`src/rtl/v2f_limb_alu_if.sv`:
```
// Request/response bundle for v2f_limb_alu: valid/ready request with opcode and operands,
// valid/ready response with result and flag.
interface v2f_limb_alu_if #(
  parameter int unsigned WIDTH = 64
) ();
  logic             in_valid;
  logic             in_ready;
  logic [2:0]       op;
  logic [WIDTH-1:0] a;
  logic [WIDTH-1:0] b;
  logic             out_valid;
  logic             out_ready;
  logic [WIDTH-1:0] y;
  logic             flag;

  modport master (
    output in_valid, op, a, b, out_ready,
    input  in_ready, out_valid, y, flag
  );

  modport slave (
    input  in_valid, op, a, b, out_ready,
    output in_ready, out_valid, y, flag
  );
endinterface

```
`src/rtl/v2f_limb_alu.sv`:
```
// Limb-serial wide ALU: one LIMB_WIDTH slice per clock, LSB first, carry/equality chained.
// Optional back-to-back retire+accept in DONE when V2F_LIMB_ALU_B2B_EN is defined.
module v2f_limb_alu #(
  parameter int unsigned WIDTH      = 64,
  parameter int unsigned LIMB_WIDTH = 32,
  parameter bit          A_SIGNED   = 1'b0,
  parameter bit          B_SIGNED   = 1'b0
) (
  input  logic          clk_i,
  input  logic          arst_i,
  v2f_limb_alu_if.slave bus_io
);

  localparam int unsigned NLIMBS  = (WIDTH + LIMB_WIDTH - 1) / LIMB_WIDTH;
  localparam int unsigned PadW    = NLIMBS * LIMB_WIDTH;
  localparam int unsigned TopBits = WIDTH - (NLIMBS - 1) * LIMB_WIDTH;
  localparam int unsigned IdxW    = (NLIMBS > 1) ? $clog2(NLIMBS) : 1;
  localparam logic [LIMB_WIDTH-1:0] TopMask = {LIMB_WIDTH{1'b1}} >> (LIMB_WIDTH - TopBits);
  localparam logic [IdxW-1:0]       LastIdx = IdxW'(NLIMBS - 1);

  typedef enum logic [2:0] {
    OpAdd, OpSub, OpAnd, OpOr, OpXor, OpEq, OpLt, OpRsvd
  } op_e;

  typedef enum logic [1:0] {StIdle, StRun, StDone} state_e;

  state_e          state_q, state_d;
  op_e             op_q, op_d;
  logic [PadW-1:0] a_q, a_d, b_q, b_d, y_q, y_d;
  logic [IdxW-1:0] idx_q, idx_d;
  logic            carry_q, carry_d, eq_q, eq_d, flag_q, flag_d;

  logic                  last, sub_like, carry_out, diff_sign, ovf, lt, eq_final;
  logic                  in_ready, accept;
  logic [LIMB_WIDTH-1:0] mask, a_l, b_l, b_add, res_l;
  logic [LIMB_WIDTH:0]   sum;

  // Limb datapath; the top limb is masked so padding never reaches carry, eq or sign.
  always_comb begin
    last      = (idx_q == LastIdx);
    mask      = last ? TopMask : '1;
    a_l       = a_q[LIMB_WIDTH-1:0] & mask;
    b_l       = b_q[LIMB_WIDTH-1:0] & mask;
    sub_like  = (op_q == OpSub) || (op_q == OpLt);
    b_add     = (sub_like ? ~b_q[LIMB_WIDTH-1:0] : b_q[LIMB_WIDTH-1:0]) & mask;
    sum       = {1'b0, a_l} + {1'b0, b_add} + {{LIMB_WIDTH{1'b0}}, carry_q};
    carry_out = last ? sum[TopBits] : sum[LIMB_WIDTH];
    diff_sign = sum[TopBits-1];
    ovf       = (a_l[TopBits-1] ^ b_l[TopBits-1]) & (diff_sign ^ a_l[TopBits-1]);
    lt        = (A_SIGNED && B_SIGNED) ? (diff_sign ^ ovf) : ~carry_out;
    eq_final  = eq_q & (a_l == b_l);
    res_l     = '0;
    unique case (op_q)
      OpAdd, OpSub: res_l = sum[LIMB_WIDTH-1:0];
      OpAnd:        res_l = a_l & b_l;
      OpOr:         res_l = a_l | b_l;
      OpXor:        res_l = a_l ^ b_l;
      default:      res_l = '0;
    endcase
  end

  always_comb begin
    state_d  = state_q;
    op_d     = op_q;
    a_d      = a_q;
    b_d      = b_q;
    y_d      = y_q;
    idx_d    = idx_q;
    carry_d  = carry_q;
    eq_d     = eq_q;
    flag_d   = flag_q;
    in_ready = 1'b0;
    accept   = 1'b0;

    unique case (state_q)
      StIdle: in_ready = 1'b1;
      StRun: begin
        a_d     = a_q >> LIMB_WIDTH;
        b_d     = b_q >> LIMB_WIDTH;
        y_d     = (y_q >> LIMB_WIDTH) | (PadW'(res_l) << (PadW - LIMB_WIDTH));
        carry_d = carry_out;
        eq_d    = eq_final;
        idx_d   = idx_q + 1'b1;
        if (last) begin
          state_d = StDone;
          idx_d   = '0;
          unique case (op_q)
            OpAdd:   flag_d = carry_out;
            OpSub:   flag_d = ~carry_out;
            OpEq:    flag_d = eq_final;
            OpLt:    flag_d = lt;
            default: flag_d = 1'b0;
          endcase
          unique case (op_q)
            OpEq:    y_d = PadW'(eq_final);
            OpLt:    y_d = PadW'(lt);
            OpRsvd:  y_d = '0;
            default: ;
          endcase
        end
      end
      StDone: begin
`ifdef V2F_LIMB_ALU_B2B_EN
        in_ready = bus_io.out_ready;
`endif
        if (bus_io.out_ready) state_d = StIdle;
      end
      default: state_d = StIdle;
    endcase

    accept = in_ready & bus_io.in_valid;
    if (accept) begin
      state_d = StRun;
      op_d    = op_e'(bus_io.op);
      a_d     = A_SIGNED ? PadW'($signed(bus_io.a)) : PadW'(bus_io.a);
      b_d     = B_SIGNED ? PadW'($signed(bus_io.b)) : PadW'(bus_io.b);
      y_d     = '0;
      idx_d   = '0;
      carry_d = (bus_io.op == OpSub) || (bus_io.op == OpLt);
      eq_d    = 1'b1;
      flag_d  = 1'b0;
    end
  end

  always_ff @(posedge clk_i or posedge arst_i) begin
    if (arst_i) begin
      state_q <= StIdle;
      op_q    <= OpAdd;
      a_q     <= '0;
      b_q     <= '0;
      y_q     <= '0;
      idx_q   <= '0;
      carry_q <= 1'b0;
      eq_q    <= 1'b0;
      flag_q  <= 1'b0;
    end else begin
      state_q <= state_d;
      op_q    <= op_d;
      a_q     <= a_d;
      b_q     <= b_d;
      y_q     <= y_d;
      idx_q   <= idx_d;
      carry_q <= carry_d;
      eq_q    <= eq_d;
      flag_q  <= flag_d;
    end
  end

  assign bus_io.in_ready  = in_ready;
  assign bus_io.out_valid = (state_q == StDone);
  assign bus_io.y         = y_q[WIDTH-1:0];
  assign bus_io.flag      = flag_q;

endmodule

```
`src/flat_wrapper.sv`:
```
// flat-port wrapper written by rule: the top's interface ports become plain ports
module v2f_limb_alu_flat 
#(
  parameter int unsigned WIDTH      = 64,
  parameter int unsigned LIMB_WIDTH = 32,
  parameter bit          A_SIGNED   = 1'b0,
  parameter bit          B_SIGNED   = 1'b0
)
  (clk_i, arst_i, bus_io_in_valid, bus_io_op, bus_io_a, bus_io_b, bus_io_out_ready, bus_io_in_ready, bus_io_out_valid, bus_io_y, bus_io_flag);
  v2f_limb_alu_if #(.WIDTH(WIDTH)) bus_io_i ();
  input  logic clk_i;
  input  logic arst_i;
  input wire logic [$bits(bus_io_i.in_valid)-1:0] bus_io_in_valid;
  input wire logic [$bits(bus_io_i.op)-1:0] bus_io_op;
  input wire logic [$bits(bus_io_i.a)-1:0] bus_io_a;
  input wire logic [$bits(bus_io_i.b)-1:0] bus_io_b;
  input wire logic [$bits(bus_io_i.out_ready)-1:0] bus_io_out_ready;
  output wire logic [$bits(bus_io_i.in_ready)-1:0] bus_io_in_ready;
  output wire logic [$bits(bus_io_i.out_valid)-1:0] bus_io_out_valid;
  output wire logic [$bits(bus_io_i.y)-1:0] bus_io_y;
  output wire logic [$bits(bus_io_i.flag)-1:0] bus_io_flag;
  assign bus_io_i.in_valid = bus_io_in_valid;
  assign bus_io_i.op = bus_io_op;
  assign bus_io_i.a = bus_io_a;
  assign bus_io_i.b = bus_io_b;
  assign bus_io_i.out_ready = bus_io_out_ready;
  assign bus_io_in_ready = bus_io_i.in_ready;
  assign bus_io_out_valid = bus_io_i.out_valid;
  assign bus_io_y = bus_io_i.y;
  assign bus_io_flag = bus_io_i.flag;
  v2f_limb_alu #(.WIDTH(WIDTH), .LIMB_WIDTH(LIMB_WIDTH), .A_SIGNED(A_SIGNED), .B_SIGNED(B_SIGNED)) u_core (.clk_i(clk_i), .arst_i(arst_i), .bus_io(bus_io_i));
endmodule
```
`config.mk`:
```
export PLATFORM = sky130hd
export DESIGN_NAME = v2f_limb_alu_flat
export DESIGN_NICKNAME = d
export VERILOG_FILES = /design/src/rtl/v2f_limb_alu_if.sv /design/src/rtl/v2f_limb_alu.sv /design/src/flat_wrapper.sv
export SDC_FILE = /design/constraint.sdc
export NUM_CORES = 1
export LEC_CHECK = 0
export BUFFER_PORTS_ARGS = -buffer_cell sky130_fd_sc_hd__buf_2
export CELL_PAD_IN_SITES_DETAIL_PLACEMENT = 2
export CELL_PAD_IN_SITES_GLOBAL_PLACEMENT = 2
export CORE_ASPECT_RATIO = 1.5
export CORE_MARGIN = 8
export CORE_UTILIZATION = 38
export CTS_CLUSTER_DIAMETER = 100
export CTS_CLUSTER_SIZE = 14
export DETAILED_ROUTE_END_ITERATION = 8
export PLACE_DENSITY = 0.84
export RECOVER_POWER = 50
export SETUP_SLACK_MARGIN = 0.15
export SLEW_MARGIN = 20
export SYNTH_ARGS = -nofsm -noshare
export SYNTH_HDL_FRONTEND = slang
export SYNTH_SLANG_ARGS = --single-unit
```
`constraint.sdc`:
```
create_clock -name clk_i -period 15.3 [get_ports clk_i]
set_input_delay 3.06 -clock clk_i [delete_from_list [all_inputs] [get_ports clk_i]]
set_output_delay 3.06 -clock clk_i [all_outputs]
set_load 0.02 [all_outputs]
```
# Word-level counts from Yosys, hierarchy flattened
# Cells that the tools add are included.
op_classes:
  addsub: 3
  mul: 0
  n_div: 0
  magnitude_cmp: 0
  eq_ne: 15
  shift: 0
  n_mux: 26
  bitwise: 8
  reduce_logical: 10
ops:
  columns: ["operator", "count"]
  rows:
  - ["$mux 64", 7]
  - ["$pmux 64 s3", 1]
  - ["$pmux 32 s4", 1]
  - ["$or 32x64->64", 1]
  - ["$add 32x32->33", 1]
  - ["$add 33x1->33", 1]
  - ["$and 32x32->32", 1]
  - ["$eq 32x32->1", 1]
  - ["$mux 32", 1]
  - ["$not 32->32", 1]
  - ["$or 32x32->32", 1]
  - ["$xor 32x32->32", 1]
  - ["$eq 3x3->1 const B", 5]
  - ["$mux 1", 11]
  - ["$eq 3x1->1 const B", 2]
  - ["$eq 3x2->1 const B", 2]
  - ["$mux 2", 3]
  - ["$pmux 2 s3", 1]
  - ["$reduce_bool 2->1", 2]
  - ["$reduce_or 2->1", 2]
  - ["$logic_not 3->1", 1]
  - ["$ne 3x1->1 const B", 1]
  - ["$ne 3x2->1 const B", 1]
  - ["$pmux 1 s3", 1]
  - ["10 further kinds", 12]
word_totals:
  reg_bits: 201
  latch_bits: 0
  ram_bits: 0
  rom_bits: 0
  in_bits: 135
  output_inout_bits: 67
  elab_cells: 71
  memories: 0

# Longest topological paths before layout
# Gate-level depths: netlist of the first run.
depth:
  depth_word: 11
  ltp_mapped: 16
  mapped_depth_nobuf: 14

# Worst setup path before layout of the first run
# No wires, ideal clock.
synth_path:
  path_kind: "flip-flop to flip-flop"
  startpoint: "register u_core.op_q[0]"
  endpoint: "register u_core.y_q[62], in the netlist u_core.bus_io.y[62]"
  arrival_ps: 4270
  setup_slack_ps: 10904
  path_stages_with_launch: 17
  path_buffers: 3
  cell_sequence: "dfrtp_1 > clkbuf_1 > clkbuf_1 > a21boi_1 > clkbuf_1 > xnor2_1 > fa_1 > fa_1 > nand2b_1 > a211oi_2 > o211ai_2 > a211oi_2 > o21ai_1 > a31o_1 > o41ai_2 > xnor2_1 > a221o_1"
synth_between:
  elab_chain_cells: 11
  word_cells_on_any_way: 19
  cone_classes: "add/sub: 2; eq/ne: 7; mux: 6; bitwise: 1; reduce/logical: 3"
synth_rtl:
  columns: ["item", "line", "source"]
  rows:
  - ["from (decl)", "v2f_limb_alu.sv:28", "op_e op_q, op_d;"]
  - ["from (signal assigned)", "v2f_limb_alu.sv:128", "op_q <= OpAdd;"]
  - ["from (signal assigned)", "v2f_limb_alu.sv:138", "op_q <= op_d;"]
  - ["$eq 3x1->1 / $eq 3x3->1 (equally long branches)", "v2f_limb_alu.sv:44, v2f_limb_alu.sv:53, v2f_limb_alu.sv:94", null]
  - ["$logic_or 1x1->1", "v2f_limb_alu.sv:44", "sub_like = (op_q == OpSub) || (op_q == OpLt);"]
  - ["$mux 32", "v2f_limb_alu.sv:45", "b_add = (sub_like ? ~b_q[LIMB_WIDTH-1:0] : b_q[LIMB_WIDTH-1:0]) & mask;"]
  - ["$add 32x32->33", "v2f_limb_alu.sv:46", "sum = {1'b0, a_l} + {1'b0, b_add} + {{LIMB_WIDTH{1'b0}}, carry_q};"]
  - ["$add 33x1->33", "v2f_limb_alu.sv:46", null]
  - ["$pmux 32 s4", "v2f_limb_alu.sv:53", "unique case (op_q)"]
  - ["$or 32x64->64", "v2f_limb_alu.sv:80", "y_d = (y_q >> LIMB_WIDTH) | (PadW'(res_l) << (PadW - LIMB_WIDTH));"]
  - ["$pmux 64 s3", "v2f_limb_alu.sv:94", "unique case (op_q)"]
  - ["$mux 64 (*)", "v2f_limb_alu.sv:84", "if (last) begin"]
  - ["$mux 64 (*)", "v2f_limb_alu.sv:75", "unique case (state_q)"]
  - ["$mux 64 (*)", "v2f_limb_alu.sv:112", "if (accept) begin"]
  - ["to (signal assigned)", "v2f_limb_alu.sv:141", "y_q <= y_d;"]
  - ["to (decl)", "v2f_limb_alu.sv:29", "logic [PadW-1:0] a_q, a_d, b_q, b_d, y_q, y_d;"]
# Mark *: on every way between the ends. The rest lies on a longest branch, timed or not. The select of a mux whose other input is x is not followed.
# A chain may end at the register's enable or synchronous reset.

==> impl_results.md, run 1 <==
* # clock sinks at 201
* Initial antenna violation count at 0
* Count of pins on the block boundary at 202
* Clock root buffer master: clkbuf_16
* Post-CTS Resized at 0
* Starting density of the core at 38.3%
* Quantity of I/O buffers inserted on ports at 201
* Global route overflow at 0
* Wire length reported by the detailed router at 43100 um
* Endpoint of the lowest-slack register-to-register path: u_core.bus_io.y[50]$_DFFE_PP0P_
* Number of post-CTS setup repair buffers at 0
* Wire length of the first global-routing pass at 68200 um
* Worst setup SP type: input port
* Height of the die at 232 um
* Largest net degree at the start of global routing at 132
* Avg WL per Cell at 23.6 um
* Leakage power of the design at 6.56 nW
* Number of cells on the worst hold path at 1
* Crit share post-route at 48.9%
* Utilization after layout at 43.9%
* Cell at the slowest stage of the critical path: clkinvlp_2
* Number of warnings issued by yosys at 0
* Via-per-instance ratio at 5.74
* Number of max-cap violations at 3
* Number of buffers added by the clock tree synthesis step at 18
* Final instance area at 13500 um2
* Ratio of cells with drive above 1 in the final layout at 14.0%
* Slew at the pin closest to its max-slew limit at 6120 ps
* Minimum clock period after layout at 7490 ps
* Setup repair after global routing missed its margin: false
* Kind of critical path: input port to async pin
* Detailed Place HPWL at 32100 um
* Start point of the worst hold path: u_core.eq_q$_DFFE_PP0P_
* Global routing usage summed across all routing layers at 22.9%
* Number of buffer and inverter instances along the worst setup path at 2
* Reg-to-reg slack, setup at 10220 ps
* Result of the run: finished with violations
* Clock slew at the register clock pins of the worst setup and hold paths at 70 ps
* Share of the yosys chip area belonging to registers at 42.6%
* Vias in the first global route at 11676
* Area added between synthesis and finish at 14.8%
* Violations in the final reports: max-capacitance violations, max-slew violations
* Die Width at 160 um
* Total via count in the routed design at 10469
* Instance count of the mapped netlist at 1273
* Total power per unit cell area at 294 nW/um2
* Headroom to the max-slew limit at -308%
* Fill cells at 3418
* CTS tree: yes
* Die Footprint at 37100 um2
* Setup TNS after final layout at 0 ps
* Area of the core at 30800 um2
* Clock Latency Late Sink at 510 ps
* Initial drt markers at 630
* Primary flip-flop cell chosen by synthesis mapping: dfrtp_1
* Pins over their slew limit at 277
* Post-synth design cell area at 11800 um2
* Number of flops mapped to enable cells by yosys at 0
* Clock buffer depth at 3
* FFs w/ async S/R, synth at 100%
* Routability cong. at 0.893
* Nature of the critical path endpoint: async pin
* Highest Clock Rate at 0.134 GHz
* Number of nets with antenna violations after routing at 0
* Biggest area contributors in the synthesized netlist: dfrtp_1 (43%), ha_1 (10%), a221o_1 (6.5%)
* Post-Place Cell Area at 13100 um2
* Mean area per synthesized cell at 9.27 um2
* Final number of hold-violating endpoints at 0
* Syn_nets at 1505
* Peak supply drop at 212 uV
* Non-filler cells, final at 1824
* Top fanout value on the critical path at 131
* Cell family with most CP delay: buffers and inverters
* Worst path cell trace: buf_2, clkinvlp_2
* DRC viols at 0
* Length of the first detailed-routing pass in iterations at 7
* Largest stage delay on the critical path at 3250 ps
* Type of the tightest min-delay check: flop to flop
* Number of setup violations in the final report at 0
* Worst min-delay path endpoint: u_core.eq_q$_DFFE_PP0P_
* Worst endpoint data arrival time at 6600 ps
* Worst reg2reg startpoint: u_core.state_q[1]$_DFFE_PP0P_
* Critical path data required time at 14410 ps
* R2R cell count at 6
* Ant. Diodes at 0
* Clock tree skew after final layout at 20.1 ps
* Deepest level of the CTS H-tree at 1
* Number of nets in the final layout at 1650
* Synth unique cells at 58
* Dominant cell type by area after synthesis: dfrtp_1
* Count of state elements after synthesis at 201
* Cell Rows at 79
* Cell total after placement at 1803
* Area share of the leading cell type in the synthesized netlist at 42.6%
* Count of hold buffers inserted by post-cts repair at 0
## report_power, final
| group | switching, mW | internal [mW] |
|---|---|---|
| clock | 0.207 | 0.222 |
| combinational | 1.64 | 0.946 |
| sequential | 0.212 | 0.764 |
## synthesized netlist by cell type, types with 3 or more instances
library cell  count
a211oi_1          4
a211oi_2          3
a21o_1           11
a21oi_1          63
a221o_1          77
a222oi_1         14
a22o_1           31
a22oi_1          15
a31oi_1           3
buf_1             4
clkbuf_1         86
dfrtp_1         201
ha_1             95
inv_1            87
mux2i_1          13
nand2_1         181
nand2b_1          8
nand3_1          73
nand4_1           5
nor2_1           61
nor2b_1           7
nor3_1           69
nor4_1            6
o211ai_1          4
o21a_1            8
o21ai_0          39
o21ai_1           7
o21bai_1          5
or4_1             3
xnor2_1          51
xor2_1            9
## how the worst max path moves through the flow
stage               cells after the start                               to  slack, ps                  startpoint
finish                                  2       u_core.op_q[0]$_DFFE_PP0P_       7810                      arst_i
global route                            2       u_core.op_q[0]$_DFFE_PP0P_       7020                      arst_i
CTS                                    15   u_core.bus_io.flag$_DFFE_PP0P_      10280  u_core.op_q[1]$_DFFE_PP0P_
detailed placement                      6  u_core.bus_io.y[50]$_DFFE_PP0P_       9880             bus_io_in_valid
global placement                        6  u_core.bus_io.y[45]$_DFFE_PP0P_       9950             bus_io_in_valid
floorplan                               1        u_core.a_q[0]$_DFFE_PP0P_       6760                      arst_i
## flip-flops by register name (all words and copies together) (netlist names)
signal and cells:
u_core.a_q 64, u_core.b_q 64, u_core.bus_io.flag 1, u_core.bus_io.y 64
u_core.carry_q 1, u_core.eq_q 1, u_core.idx_q 1, u_core.op_q 3
u_core.state_q 2
## layout by cell type, fill, tap and decap left out, types with 8 or more instances in the layout
cell type	Yosys	routed
nor3_1	69	69
nand3_1	73	73
a222oi_1	14	14
dfrtp_1	201	200
xnor2_1	51	51
inv_1	87	86
buf_2	1	144
a21oi_1	63	62
mux2i_1	13	13
nor2_1	61	60
a22o_1	31	31
nand2_1	181	180
ha_1	95	95
clkbuf_1	86	59
buf_4	0	14
o21a_1	8	8
a22oi_1	15	15
clkbuf_16	0	19
a21o_1	11	11
a221o_1	77	77
o21ai_0	39	39
xor2_1	9	9
## routing by layer
metal	wire length, um	GRT usage (%)	vias to the layer above
met4	1410	8.11	0
li1	-	-	4821
met5	0	0	-
met1	19200	29.8	5302
met3	1940	3.14	69
met2	20500	38.6	277
## through the flow
stage	power, mW	hold WS (ps)	setup WS [ps]
after floorplan	2.72	451	6760
after global placement	3.40	469	9950
after detailed placement	3.54	468	9880
after CTS	4.01	485	10280
after global routing	4.29	498	7020
final	3.99	488	7810
## cell type report
class / instances / area [um2] / area share (%)
inverter: 87 / 328 / 2.42
multi-input combinational: 894 / 6150 / 45.4
clock inverter: 1 / 11.3 / 0.0831
timing repair buffer: 216 / 1040 / 7.70
tap: 405 / 507 / 3.74
clock buffer: 20 / 479 / 3.54
sequential: 201 / 5030 / 37.1
## kinds of logic (layout without fill, tap and decap cells)
kind of cell,after synthesis,in the layout,share of synthesized area [%]
AND/OR/NAND/NOR,419,419,15.7
multiplexers,13,13,1.10
adder cells (fa/ha/maj),97,97,10.4
XOR/XNOR,60,60,4.45
flip-flops,201,201,42.6
AO/OA/AOI/OAI,305,305,20.1
buffers and inverters,178,324,5.67
(Power assumes the default switching activity.)
==> run 2, diff against run 1 <==
CORE_UTILIZATION = 35   (was 38)
PLACE_DENSITY = 0.78   (was 0.84)
clock period = 7.7 ns   (was 15.3 ns; I/O delays follow)
==> run 2 against run 1 <==
  * The flow still finishes with violations (max-capacitance violations, max-slew violations)
  * Highest routed layer unchanged
  * Worst hold slack better by 12 ps
  * Sequential share of layout area shrank 0.26 points
  * Cell count is 0.88% higher
  * Register-to-register slack got worse by 7800 ps
  * Via count decreased by 1.4%
  * Critical path depth up 4
  * Worst setup slack worse by 5400 ps
==> impl_results.md, run 2 (synthesis gave the netlist of run 1 again) <==
* Result of the run: finished with violations (unchanged)
* Violations in the final reports: max-capacitance violations, max-slew violations (unchanged)
* Number of post-CTS setup repair buffers at 0 (unchanged)
* Worst path cell trace: clkbuf_1, and2_0, buf_4, nor2_4, buf_4, a221o_1 (was buf_2, clkinvlp_2)
* Cell Rows at 82 (was 79)
* Height of the die at 241 um (was 232 um)
* Clock root buffer master: clkbuf_16 (unchanged)
* Die Width at 166 um (was 160 um)
* Commonest non-fill, non-tap cells in the layout: dfrtp_1 (200), buf_2 (195), nand2_1 (179), ha_1 (95), inv_1 (86) (was dfrtp_1 (200), nand2_1 (180), buf_2 (144), ha_1 (95), inv_1 (86))
* Minimum clock period after layout at 5320 ps
* Final number of hold-violating endpoints at 0 (unchanged)
* Peak supply drop at 252 uV (was 212 uV)
* Cell at the slowest stage of the critical path: and2_0 (was clkinvlp_2)
* Leakage power of the design at 6.77 nW (was 6.56 nW)
* Clock buffer depth at 3 (unchanged)
* Die Footprint at 40000 um2 (was 37100 um2)
* Final WS setup at 2380 ps (was 7810 ps)
* Deepest level of the CTS H-tree at 1 (unchanged)
* Area added between synthesis and finish at 15.6% (was 14.8%)
* Most frequent standard cell in the layout excluding fill and tap cells: dfrtp_1 (unchanged)
* Initial antenna violation count at 0 (unchanged)
* Wire length of the first global-routing pass at 67500 um (was 68200 um)
* R2R cell count at 16 (was 6)
* Slew at the pin closest to its max-slew limit at 4530 ps (was 6120 ps)
* Global route overflow at 0 (unchanged)
* Number of nets with antenna violations after routing at 0 (unchanged)
* Pins over their slew limit at 238 (was 277)
* Number of cells on the worst hold path at 1 (unchanged)
* Cell family with most CP delay: simple AND/OR/NAND/NOR gates (was buffers and inverters)
* Nature of the critical path endpoint: flop (was async pin)
* Count of hold buffers inserted by post-cts repair at 0 (unchanged)
* Clock slew at the register clock pins of the worst setup and hold paths at 70 ps (about the same)
* Levels on crit path at 6 (was 2)
* Setup repair after global routing missed its margin: false (unchanged)
* Overall power after layout at 7.90 mW (was 3.99 mW)
* Crit share post-route at 69.2%
* Area of the core at 33300 um2 (was 30800 um2)
* Fill cells at 3665 (was 3418)
* Clock tree skew after final layout at 16.7 ps (was 20.1 ps)
* Top fanout value on the critical path at 64 (was 131)
* Worst slack at placement at 2470 ps (was 9880 ps)
* Number of buffer and inverter instances along the worst setup path at 3 (was 2)
* Worst endpoint data arrival time at 5710 ps (was 6600 ps)
* # clock sinks at 201 (unchanged)
* Wire length reported by the detailed router at 42900 um (was 43100 um)
* Global routing usage summed across all routing layers at 21.1% (was 22.9%)
* Worst setup SP type: input port (unchanged)
* Setup TNS after final layout at 0 ps (unchanged)
* Quantity of I/O buffers inserted on ports at 201 (unchanged)
* Kind of critical path: input port to flop (was input port to async pin)
* Routability cong. at 0.843 (was 0.893)
* Number of max-cap violations at 3 (unchanged)
* Count of pins on the block boundary at 202 (unchanged)
* Total via count in the routed design at 10319 (was 10469)
* Post-CTS Resized at 0 (unchanged)
* Cell mode on critical path: buf_4
* Critical path data required time at 8090 ps (was 14410 ps)
* Clock Latency Late Sink at 510 ps (about the same)
* Number of buffers added by the clock tree synthesis step at 18 (unchanged)
* Vias in the first global route at 11404 (was 11676)
* Number of setup violations in the final report at 0 (unchanged)
* DRC viols at 0 (unchanged)
* Ratio of cells with drive above 1 in the final layout at 17.7% (was 14.0%)
* Avg WL per Cell at 23.3 um (was 23.6 um)
* Number of nets in the final layout at 1650 (unchanged)
* Via-per-instance ratio at 5.61 (was 5.74)
* Largest stage delay on the critical path at 2380 ps (was 3250 ps)
* Type of the tightest min-delay check: flop to flop (unchanged)
* Starting density of the core at 35.4% (was 38.3%)
* Initial drt markers at 538 (was 630)
* Highest Clock Rate at 0.188 GHz
* Ant. Diodes at 0 (unchanged)
* Largest net degree at the start of global routing at 99 (was 132)
* CTS tree: yes (unchanged)
* Headroom to the max-slew limit at -204% (was -308%)
* Detailed Place HPWL at 32500 um (was 32100 um)
* Length of the first detailed-routing pass in iterations at 8 (was 7)
* Total power per unit cell area at 579 nW/um2 (was 294 nW/um2)
run 2: final cells by class:
type / instances / area, um2 / share of cell area [%]
Clock buffer: 21 / 493 / 3.61
Clock inverter: 1 / 8.76 / 0.0642
Inverter: 87 / 328 / 2.40
Multi-Input combinational cell: 894 / 6150 / 45.1
Sequential cell: 201 / 5030 / 36.9
Tap cell: 420 / 526 / 3.85
Timing Repair Buffer: 216 / 1100 / 8.10
run 2: path summary, 6_finish.rpt:
check / from / to / slack (ps)
max: bus_io_in_valid / u_core.bus_io.y[45]$_DFFE_PP0P_ / 2380
min: u_core.eq_q$_DFFE_PP0P_ / u_core.eq_q$_DFFE_PP0P_ / 500
max reg2reg: u_core.op_q[0]$_DFFE_PP0P_ / u_core.bus_io.y[62]$_DFFE_PP0P_ / 2470
min reg2reg: u_core.eq_q$_DFFE_PP0P_ / u_core.eq_q$_DFFE_PP0P_ / 500
max in group asynchronous: arst_i / u_core.a_q[28]$_DFFE_PP0P_ / 2440
min in group asynchronous: arst_i / u_core.bus_io.y[7]$_DFFE_PP0P_ / 2410
run 2: stage by stage:
stage	util (%)	std cells	instance area (um2)	hold slack, ps
floorplan	-	1273	11800	451
global placement	39.5	1818	13200	479
detailed placement	39.5	1818	13200	481
CTS	41.0	1840	13700	496
global route	40.9	1840	13600	519
finish	40.9	1840	13600	500
run 2: per-layer routing:
metal | part of all wire (%) | up-vias | GRT usage [%]
li1 | - | 4820 | -
met1 | 46 | 5198 | 27.7
met2 | 48 | 247 | 35.6
met3 | 4.2 | 54 | 2.95
met4 | 2.5 | 0 | 6.52
met5 | 0 | - | 0
run 2: power by group:
group	internal, mW	switching (mW)	total [mW]
clock	0.451	0.405	0.855
sequential	1.52	0.427	1.95
combinational	1.90	3.19	5.10
total	3.87	4.02	7.90
==> run 3, diff against run 2 <==
clock period = 5.1 ns   (was 7.7 ns; I/O delays follow)
==> run 3 against run 2 <==
  * The flow still finishes with violations (max-capacitance violations, max-slew violations)
  * Global-route usage rose by 0.36 points
  * Sequential power rose by 51%
  * Die area stayed put
  * Cell count rose by 0.11%
  * Power rose by 52%
  * First-iteration DRC count rose by 19%
  * Sequential cell count stayed put
  * Clock power is 51% higher
  * Critical path type is now flop to flop
==> impl_results.md, run 3 (synthesis gave the netlist of run 1 again) <==
* Result of the run: finished with violations (unchanged)
* Violations in the final reports: max-capacitance violations, max-slew violations (unchanged)
* Count of hold buffers inserted by post-cts repair at 0 (unchanged)
* Fill cells at 3684 (was 3665)
* Number of buffer and inverter instances along the worst setup path at 2 (was 3)
* Clock tree skew after final layout at 21.7 ps (was 16.7 ps)
* Slew at the pin closest to its max-slew limit at 3010 ps (was 4530 ps)
* Clock buffer depth at 3 (unchanged)
* Worst setup SP type: flop (was input port)
* Total power per unit cell area at 878 nW/um2 (was 579 nW/um2)
* Largest net degree at the start of global routing at 133 (was 99)
* Start point of the worst hold path: u_core.eq_q$_DFFE_PP0P_ (unchanged)
* Cell family with most CP delay: compound AO/OA/AOI/OAI gates (was simple AND/OR/NAND/NOR gates)
* Wire length of the first global-routing pass at 68100 um (was 67500 um)
* Kind of critical path: flop to flop (was input port to flop)
* Minimum clock period after layout at 4540 ps
* Count of pins on the block boundary at 202 (unchanged)
* Largest stage delay on the critical path at 660 ps (was 2380 ps)
* Final number of hold-violating endpoints at 0 (unchanged)
* Peak supply drop at 443 uV (was 252 uV)
* Detailed Place HPWL at 33000 um (was 32500 um)
* Endpoint of the lowest-slack register-to-register path: u_core.bus_io.flag$_DFFE_PP0P_ (was u_core.bus_io.y[62]$_DFFE_PP0P_)
* Clock root buffer master: clkbuf_16 (unchanged)
* Total via count in the routed design at 10317 (was 10319)
* Number of buffers added by the clock tree synthesis step at 18 (unchanged)
* Worst endpoint data arrival time at 4970 ps (was 5710 ps)
* Global Route met2 Usage at 36.1% (was 35.6%)
* Commonest non-fill, non-tap cells in the layout: buf_2 (201), dfrtp_1 (200), nand2_1 (179), ha_1 (95), inv_1 (86) (was dfrtp_1 (200), buf_2 (195), nand2_1 (179), ha_1 (95), inv_1 (86))
* Multi-input gate area at 6150 um2 (about the same)
* Headroom to the max-slew limit at -101% (was -204%)
* Setup repair after global routing missed its margin: false (unchanged)
* Met1 Usage GRT at 28.8% (was 27.7%)
* CTS tree: yes (unchanged)
* Quantity of I/O buffers inserted on ports at 201 (unchanged)
* Number of nets in the final layout at 1653 (was 1650)
* Setup TNS after final layout at 0 ps (unchanged)
* Avg WL per Cell at 23.5 um (was 23.3 um)
* Cell total after placement at 1821 (was 1818)
* Leakage power of the design at 6.79 nW (was 6.77 nW)
* Length of the first detailed-routing pass in iterations at 5 (was 8)
* Flip-flop and latch area at 5030 um2 (unchanged)
* Worst path cell trace: nor2_1, a21boi_4, buf_4, xnor2_1, inv_1, fa_1, nand2b_1, a211oi_2, nor2_1, o41ai_4, a41oi_2, o21ai_4, xnor2_1, o221a_1, a211oi_2 (was clkbuf_1, and2_0, buf_4, nor2_4, buf_4, a221o_1)
* Via-per-instance ratio at 5.60 (was 5.61)
* DRC viols at 0 (unchanged)
* Reg-to-reg slack, setup at 560 ps (was 2470 ps)
* Crit share post-route at 89.0%
* Most frequent standard cell in the layout excluding fill and tap cells: buf_2 (was dfrtp_1)
* Routability cong. at 0.854 (was 0.843)
* Highest Clock Rate at 0.220 GHz
* Ratio of cells with drive above 1 in the final layout at 18.0% (was 17.7%)
* Final instance area at 13600 um2 (about the same)
* Worst min-delay path endpoint: u_core.eq_q$_DFFE_PP0P_ (unchanged)
* Global routing usage summed across all routing layers at 21.4% (was 21.1%)
* Die Width at 166 um (unchanged)
* Critical path data required time at 5530 ps (was 8090 ps)
* Clock Latency Late Sink at 520 ps (was 510 ps)
* Starting density of the core at 35.4% (unchanged)
* Number of post-CTS setup repair buffers at 0 (unchanged)
* R2R cell count at 15 (was 16)
* M3 GR Usage at 2.68% (was 2.95%)
* Post-Place Cell Area at 13200 um2 (about the same)
* Number of max-cap violations at 6 (was 3)
* Post-CTS Resized at 0 (unchanged)
* Cell at the slowest stage of the critical path: dfrtp_1 (was and2_0)
* Clock slew at the register clock pins of the worst setup and hold paths at 70 ps (about the same)
* Number of nets with antenna violations after routing at 0 (unchanged)
* Type of the tightest min-delay check: flop to flop (unchanged)
* Initial drt markers at 638 (was 538)
* Cell Rows at 82 (unchanged)
* Height of the die at 241 um (unchanged)
* Worst setup startpoint: u_core.op_q[2]$_DFFE_PP0P_ (was bus_io_in_valid)
* Vias in the first global route at 11445 (was 11404)
* Area of the core at 33300 um2 (unchanged)
* Non-filler cells, final at 1842 (was 1840)
* Nature of the critical path endpoint: flop (unchanged)
* Area added between synthesis and finish at 15.6% (about the same)
* Pins over their slew limit at 421 (was 238)
* Deepest level of the CTS H-tree at 1 (unchanged)
* Global route overflow at 0 (unchanged)
* # clock sinks at 201 (unchanged)
* Most Used Layer, Global Route: met2 (unchanged)
* Ant. Diodes at 0 (unchanged)
* Die Footprint at 40000 um2 (unchanged)
* Top fanout value on the critical path at 31 (was 64)
* Number of setup violations in the final report at 0 (unchanged)
* Worst reg2reg startpoint: u_core.op_q[2]$_DFFE_PP0P_ (was u_core.op_q[0]$_DFFE_PP0P_)
* Initial antenna violation count at 0 (unchanged)
* Number of cells on the worst hold path at 1 (unchanged)
* Wire length reported by the detailed router at 43200 um (was 42900 um)
-- run 3: cell count changes in the layout (fill, tap and decap cells not counted) --
cell / change
buf_2: +6
clkbuf_1: -4
clkbuf_2: +1
clkbuf_8: -1
inv_6: -1
inv_8: +1
nand2b_1: +1
nand2b_2: -1
-- run 3: worst reg2reg max path, cell delays in order (launching register included) --
cell and delay [ps]:
dfrtp_1 660, nor2_1 190, a21boi_4 200, buf_4 500, xnor2_1 230, inv_1 80
fa_1 380, nand2b_1 220, a211oi_2 270, nor2_1 150, o41ai_4 470, a41oi_2 250
o21ai_4 290, xnor2_1 120, o221a_1 260, a211oi_2 190
-- run 3: metal layers --
| layer | share of wire (%) | up-vias |
|---|---|---|
| met3 | 3.4 | 48 |
| met4 | 2.0 | 0 |
| li1 | - | 4825 |
| met2 | 48 | 212 |
| met5 | 0 | - |
| met1 | 47 | 5232 |
-- run 3: where the power goes --
group / internal (mW) / switching, mW / total, mW
logic: 2.89 / 4.87 / 7.76
clock network: 0.665 / 0.621 / 1.29
registers: 2.29 / 0.646 / 2.94
-- run 3: metrics by stage --
step | util (%) | hold slack (ps) | worst slack, ps | total power, mW
finish | 40.9 | 492 | 563 | 12.0
global placement | 39.6 | 475 | 807 | 10.4
global route | 40.9 | 511 | 296 | 12.9
CTS | 41.1 | 494 | 574 | 12.1
floorplan | - | 451 | 704 | 8.16
detailed placement | 39.6 | 477 | 607 | 10.7
-- run 3: worst max-delay path by stage --
stage	to	slack, ps	depth (start not counted)
floorplan	u_core.bus_io.y[62]$_DFFE_PP0P_	700	16
global placement	u_core.bus_io.y[62]$_DFFE_PP0P_	810	15
detailed placement	u_core.bus_io.flag$_DFFE_PP0P_	610	15
CTS	u_core.bus_io.flag$_DFFE_PP0P_	570	15
global route	u_core.bus_io.flag$_DFFE_PP0P_	300	15
finish	u_core.bus_io.flag$_DFFE_PP0P_	560	15
-- run 3: cell type report --
class                   instances  area share [%]
well taps                     420            3.85
multi-input cells             894            45.0
clock buffers                  20            3.51
inverters                      87            2.40
repair buffers                219            8.24
flip-flops and latches        201            36.9
clock inverters                 1          0.0825
